--- config.mk ---
export PLATFORM = sky130hd
export DESIGN_NAME = insn_prefetch
export DESIGN_NICKNAME = d
export VERILOG_FILES = /design/src/rtl/insn_prefetch.sv
export SDC_FILE = /design/constraint.sdc
export NUM_CORES = 1
export LEC_CHECK = 0
export BUFFER_PORTS_ARGS = -buffer_cell sky130_fd_sc_hd__clkbuf_2
export CAP_MARGIN = 10
export CORE_ASPECT_RATIO = 0.5
export CORE_MARGIN = 3
export CORE_UTILIZATION = 58
export CTS_CLUSTER_DIAMETER = 80
export DETAILED_ROUTE_END_ITERATION = 8
export HOLD_SLACK_MARGIN = 0.06
export PLACE_DENSITY = 0.88
export REMOVE_ABC_BUFFERS = 1
export SYNTH_ARGS = -nofsm -noshare
export SYNTH_HDL_FRONTEND = slang
export SYNTH_SLANG_ARGS = --single-unit
--- constraint.sdc ---
create_clock -name clk -period 9.4 [get_ports clk]
set_input_delay 0 -clock clk [delete_from_list [all_inputs] [get_ports clk]]
set_output_delay 0 -clock clk [all_outputs]
set_load 0.1 [all_outputs]
--- src/rtl/insn_prefetch.sv ---
// rtl/insn_prefetch.sv - instruction prefetch FIFO with redirect flush
// Optional starvation counter (stall_cnt port) enabled by defining INSN_PREFETCH_STALLCNT_EN.
module insn_prefetch #(
    parameter logic [31:0] RESET_PC = 32'h0000_0000,
    parameter int          DEPTH    = 4
) (
    input  logic        clk,
    input  logic        rst,
    output logic        imem_req,
    output logic [31:0] imem_addr,
    input  logic [31:0] imem_data,
    input  logic        redirect_valid,
    input  logic [31:0] redirect_pc,
`ifdef INSN_PREFETCH_STALLCNT_EN
    output logic [31:0] stall_cnt,
`endif
    output logic        insn_valid,
    input  logic        insn_ready,
    output logic [31:0] insn,
    output logic [31:0] insn_pc
);

    localparam int AW = $clog2(DEPTH);
    localparam int CW = AW + 1;
    localparam logic [31:0] RESET_ADDR = RESET_PC & 32'hFFFF_FFFC;

    logic [31:0]   pc_q, pc_d;
    logic [31:0]   req_addr_q, req_addr_d;
    logic          inflight_q, inflight_d;
    logic [CW-1:0] count_q, count_d;
    logic [AW-1:0] rd_ptr_q, rd_ptr_d;
    logic [AW-1:0] wr_ptr_q, wr_ptr_d;
    logic [31:0]   data_q [DEPTH];
    logic [31:0]   addr_q [DEPTH];

    logic [CW:0]   pending;
    logic          push;
    logic          pop;
    logic [31:0]   redirect_target;

    assign redirect_target = redirect_pc & 32'hFFFF_FFFC;

    // Occupancy includes the in-flight response so its slot is reserved before it lands.
    assign pending    = {1'b0, count_q} + (CW+1)'(inflight_q);
    assign imem_req   = !rst && !redirect_valid && (pending < (CW+1)'(DEPTH));
    assign imem_addr  = rst ? RESET_ADDR : pc_q;
    assign insn_valid = !rst && !redirect_valid && (count_q != '0);
    assign insn       = rst ? 32'h0 : data_q[rd_ptr_q];
    assign insn_pc    = rst ? 32'h0 : addr_q[rd_ptr_q];

    assign push = inflight_q && !redirect_valid;
    assign pop  = insn_valid && insn_ready;

    always_comb begin
        pc_d       = pc_q;
        req_addr_d = req_addr_q;
        inflight_d = imem_req;
        count_d    = count_q + CW'(push) - CW'(pop);
        rd_ptr_d   = pop  ? rd_ptr_q + AW'(1) : rd_ptr_q;
        wr_ptr_d   = push ? wr_ptr_q + AW'(1) : wr_ptr_q;
        if (imem_req) begin
            pc_d       = pc_q + 32'd4;
            req_addr_d = pc_q;
        end
        // A redirect drops both queued entries and the response still on its way.
        if (redirect_valid) begin
            pc_d       = redirect_target;
            inflight_d = 1'b0;
            count_d    = '0;
            rd_ptr_d   = '0;
            wr_ptr_d   = '0;
        end
    end

    always_ff @(posedge clk) begin
        if (rst) begin
            pc_q       <= RESET_ADDR;
            req_addr_q <= RESET_ADDR;
            inflight_q <= 1'b0;
            count_q    <= '0;
            rd_ptr_q   <= '0;
            wr_ptr_q   <= '0;
        end else begin
            pc_q       <= pc_d;
            req_addr_q <= req_addr_d;
            inflight_q <= inflight_d;
            count_q    <= count_d;
            rd_ptr_q   <= rd_ptr_d;
            wr_ptr_q   <= wr_ptr_d;
        end
    end

    always_ff @(posedge clk) begin
        if (rst) begin
            for (int i = 0; i < DEPTH; i++) begin
                data_q[i] <= 32'h0;
                addr_q[i] <= 32'h0;
            end
        end else if (push) begin
            data_q[wr_ptr_q] <= imem_data;
            addr_q[wr_ptr_q] <= req_addr_q;
        end
    end

`ifdef INSN_PREFETCH_STALLCNT_EN
    logic [31:0] stall_q;

    always_ff @(posedge clk) begin
        if (rst) begin
            stall_q <= 32'h0;
        end else if (!insn_valid && (stall_q != 32'hFFFF_FFFF)) begin
            stall_q <= stall_q + 32'd1;
        end
    end

    assign stall_cnt = stall_q;
`endif

endmodule

# == Word level (Yosys, flattened, before mapping) ==
# Memories as Yosys holds them, arrays and structs flattened. A register that Yosys moved wholly into a read port is not among the register bits.
# Cells that the tools add are included.
# W data, S select, Z words.
# op_classes
addsub,6
order_cmp,1
n_mux,20
reduce_logical,12
# op_table
cell,count
$mux W32,7
$reduce_or A32 Y1,2
$add A32 B3 Y32 const B,1
$mux W2,6
$mux W1,7
$logic_and A1 B1 Y1,5
$add A2 B1 Y2 const B,2
$add A3 B1 Y4,1
$lt A4 B3 Y1 const B,1
$add A3 B1 Y3,1
$reduce_bool A3 Y1,1
$sub A3 B1 Y3,1
$logic_not A1 Y1,2
$reduce_bool A2 Y1,1
$reduce_or A2 Y1,1
# word_totals
reg_bits,72
mem_bits_rw,256
in_bits,68
output_inout_bits,98
elab_cells,48
mem_count,2
# memory_table
name,words,word_bits,rd,rd_ports_with_merged_regs,wr,line,text
addr_q,4,32,1,1,4,34,logic [31:0] addr_q [DEPTH];
data_q,4,32,1,1,4,33,logic [31:0] data_q [DEPTH];

# == Longest topological paths before layout ==
# depth
ltp_word,7
mapped_depth,10

# == Worst setup path after synthesis ==
# No wires, ideal clock.
# synth_timing
kind,register to register
startpoint,register wr_ptr_q[1]
endpoint,memory addr_q[0][10] (enable)
arrival_ps,3695
setup_slack_ps,5210
stages_incl_launch_ff,4
n_path_buf,1
cell_sequence,dfxtp_1 > or2_2 > clkbuf_1 > o21bai_1
# synth_rtl
element,line,text
from (decl),32,"logic [AW-1:0] wr_ptr_q, wr_ptr_d;"
from (signal assigned),89,wr_ptr_q <= wr_ptr_d;
to (decl),34,

==> impl_metrics.csv <==
group,metric,value,unit
drt,drt.antenna.violating_nets,0,
global_route,overflow,0,
synth,yosys-top-cells-area,"edfxtp_1 53%, dfxtp_1 9.9%, mux4_2 9.9%, nor2_1 5.6%, nand2_1 4.0%",
floorplanning,rows,39,
power,clkPwrFrac,36.8,%
final_layout,instances_no_fill,1693,
placement,dp_cells,1578,
synth,synth_seq_area_share,62.6,%
power,netSwitchingFraction,25.8,%
clocking,h-tree-depth,1,
synth,yosysWarnings,0,
clocking,cts.sinks,318,
critical_path,reg2reg_depth,7,
synth,synthArstFlopShare,0,%
critical_path,reg2reg_from,"count_q[1]",
critical_path,worstSetupPathType,"reg -> out",
critical_path,regToRegSetupSlack,6.39,ns
drt,wirelength,36.8,mm
synth,synth_commonest_cells,"248 x edfxtp_1, 211 x nor2_1, 149 x nand2_1, 89 x nor2b_1, 73 x inv_1",
clocking,insertion_delay,0.54,ns
sta,fmax,0.311,GHz
synth,syn-cell-area,14100,um^2
synth,yosysUniqueCellTypes,56,
synth,postSynthCellCount,1182,
power,p_comb_share,10.6,%
power,internal_power,2.26,mW
sta,final_hold_viol_count,0,
sta,worst_hold_slack,0.139,ns
run,cap_violations,0,
global_route,grt_max_degree,85,
drt,drc,0,
final_layout,final_util,71.2,%
drt,drt_iter0_drc,1442,
synth,synth_top_area_share,52.7,%
outcome,status,"complete, no violations",
worst_hold_path,holdCritPathClass,"in -> reg",
floorplanning,die_x,227,um
critical_path,crit_path_start_kind,"register",
critical_path,cp.required,9.40,ns
placement,gp_congestion,0.830,
sta,finalMaxSlewViolations,0,
critical_path,crit_path_max_fanout,36,
synth,ys_dominant_reg_cell,"edfxtp_1",
power,ir_worst_vdd,0.124,mV
power,pwr-share-seq,52.5,%
drt,wl_per_cell,21.7,um
synth,syn_avg_cell_area,12.0,um^2
synth,yosys.cell_count.top_type,"edfxtp_1",
synth,synth_top_area_cell,"edfxtp_1",
clocking,postCtsHoldBufs,65,
final_layout,nets,1438,
synth,synth_edf_count,248,
clocking,cts_setup_buffers,0,
drt,vias,10300,
floorplanning,die_y,116,um
final_layout,drive_gt1_share,21.5,%
drt,drt_pass1_iterations,5,
critical_path,r2r-end,"pc_q[7]",
floorplanning,core_area,23400,um^2
sta,worst_slack,6.19,ns
sta,fin_crit_sh,34.2,%
final_layout,area_growth,17.7,%
placement,pre_cts_ws,6.60,ns
power,switchingPower,0.786,mW
clocking,cts_buffers,27,
sta,tightest_slew,1.11,ns
sta,rsz0062_at_grt,"false",
critical_path,crit_end,"insn_pc[7]",
critical_path,crit_path_end_kind,"output pin",
floorplanning,start_util,60.5,%
critical_path,worstPathArrival,3.21,ns
clocking,cts_tree,"yes",
clocking,cts.clk_slew.worst_paths,0.06,ns
global_route,grt_use_total,28.3,%
placement,place_hpwl,19.6,mm
floorplanning,die_area,26400,um^2
clocking,cts_repair_resize_count,0,
sta,clock_skew,0.0132,ns
global_route,grt_pass1_wl,57.2,mm
power,leakagePower,6.52,nW
power,cellPowerDensity,183,nW/um^2
sta,finalSetupViolCount,0,
sta,slew_headroom,26.2,%
drt,routed_via_density,6.11,
floorplanning,ios,166,
global_route,grt_pass1_vias,10600,
global_route,antenna_found_initial,0,
sta,fin_crit,3.21,ns
final_layout,diodes,0,
synth,yosys_register_bits,318,
sta,tns,0,ns
placement,io_buffers,159,
clocking,ctsLongestPathBuffers,3,
clocking,root_buffer,"clkbuf_16",
power groups by stage:
stage / logic (mW) / registers (mW) / clock network, mW
after CTS: 0.322 / 1.60 / 1.11
after global placement: 0.296 / 1.62 / 0
final: 0.324 / 1.60 / 1.12
after global routing: 0.338 / 1.61 / 1.18
after floorplan: 0.218 / 1.62 / 0
after detailed placement: 0.298 / 1.63 / 0
cells in the final DEF (no fill, tap or decap), types with 3 or more instances in the layout:
cell type and n:
nor3b_1 4, and3_1 5, clkbuf_16 27, clkinv_2 7, nand2_1 149, dlygate4sd3_1 65, nor2b_1 89, a21oi_1 50
nor4_1 6, xnor2_1 4, ha_1 4, o211ai_1 7, xor2_1 9, nand3_1 14, or3_1 6, mux4_2 62
nand4_1 16, clkbuf_2 158, buf_4 13, o21bai_4 3, o21ai_0 4, edfxtp_1 248, nor2_1 210, dfxtp_1 68
inv_1 73, clkbuf_1 7, o22ai_1 3, clkbuf_8 3, a32oi_1 3, or2_2 4, a31oi_1 9, nor3_1 4
o311ai_0 3, a211oi_1 5, conb_1 4, and4_1 3
stage by stage:
step	instance area, um^2	power [mW]
final	16600	3.05
after global routing	16600	3.12
after CTS	16600	3.03
after detailed placement	15100	1.93
after global placement	15100	1.92
after floorplan	13800	1.84
sequential cells by signal, summed over array words and instances, names as in the netlist, named ones only:
name / cells
wr_ptr_q: 2
count_q: 3
addr_q: 120
rd_ptr_q: 2
pc_q: 30
data_q: 128
req_addr_q: 30
inflight_q: 1
layer usage:
| metal | up-vias | wire length, um | GRT usage (%) |
|---|---|---|---|
| met5 | - | 0 | 0 |
| met4 | 0 | 1890 | 14.2 |
| met3 | 171 | 3930 | 4.92 |
| met2 | 782 | 18200 | 47.8 |
| met1 | 4899 | 12800 | 36.0 |
| li1 | 4493 | - | - |
cell families (layout without fill, tap and decap cells):
group / after synthesis / after routing / synth area share (%)
other: 1 / 4 / 0.0265
AND/OR/NAND/NOR: 526 / 526 / 17.3
buffers and inverters: 158 / 359 / 4.48
flip-flops: 318 / 318 / 62.6
adder cells (fa/ha/maj): 5 / 5 / 0.495
XOR/XNOR: 13 / 13 / 0.805
multiplexers: 65 / 65 / 10.1
AO/OA/AOI/OAI: 96 / 96 / 4.25
worst min path at each step:
stage,start,endpoint,slack [ns],cells after the start
after detailed placement,redirect_pc[14],pc_q[14],0.24,3
after CTS,redirect_valid,pc_q[14],0.11,3
final,redirect_valid,pc_q[14],0.14,3
after global routing,redirect_valid,pc_q[2],0.19,3
after global placement,redirect_pc[12],pc_q[12],0.24,3
after floorplan,rst,pc_q[11],0.07,1
worst max-delay path, stage by stage (launching register included):
cell and delay [ns]:
dfxtp_4 0.72, buf_4 0.73, mux4_2 0.62, nor2b_1 0.17
clkbuf_2 0.42
area by class of cell:
type | instances | area, um^2
fill | 1441 | 6730
clock buffer | 37 | 743
inverter | 73 | 274
tap | 307 | 384
sequential | 318 | 8860
timing repair buffer | 236 | 1540
multi-input combinational | 709 | 4730
clock inverter | 13 | 124
No activity file was read; power rests on OpenSTA's default activity.
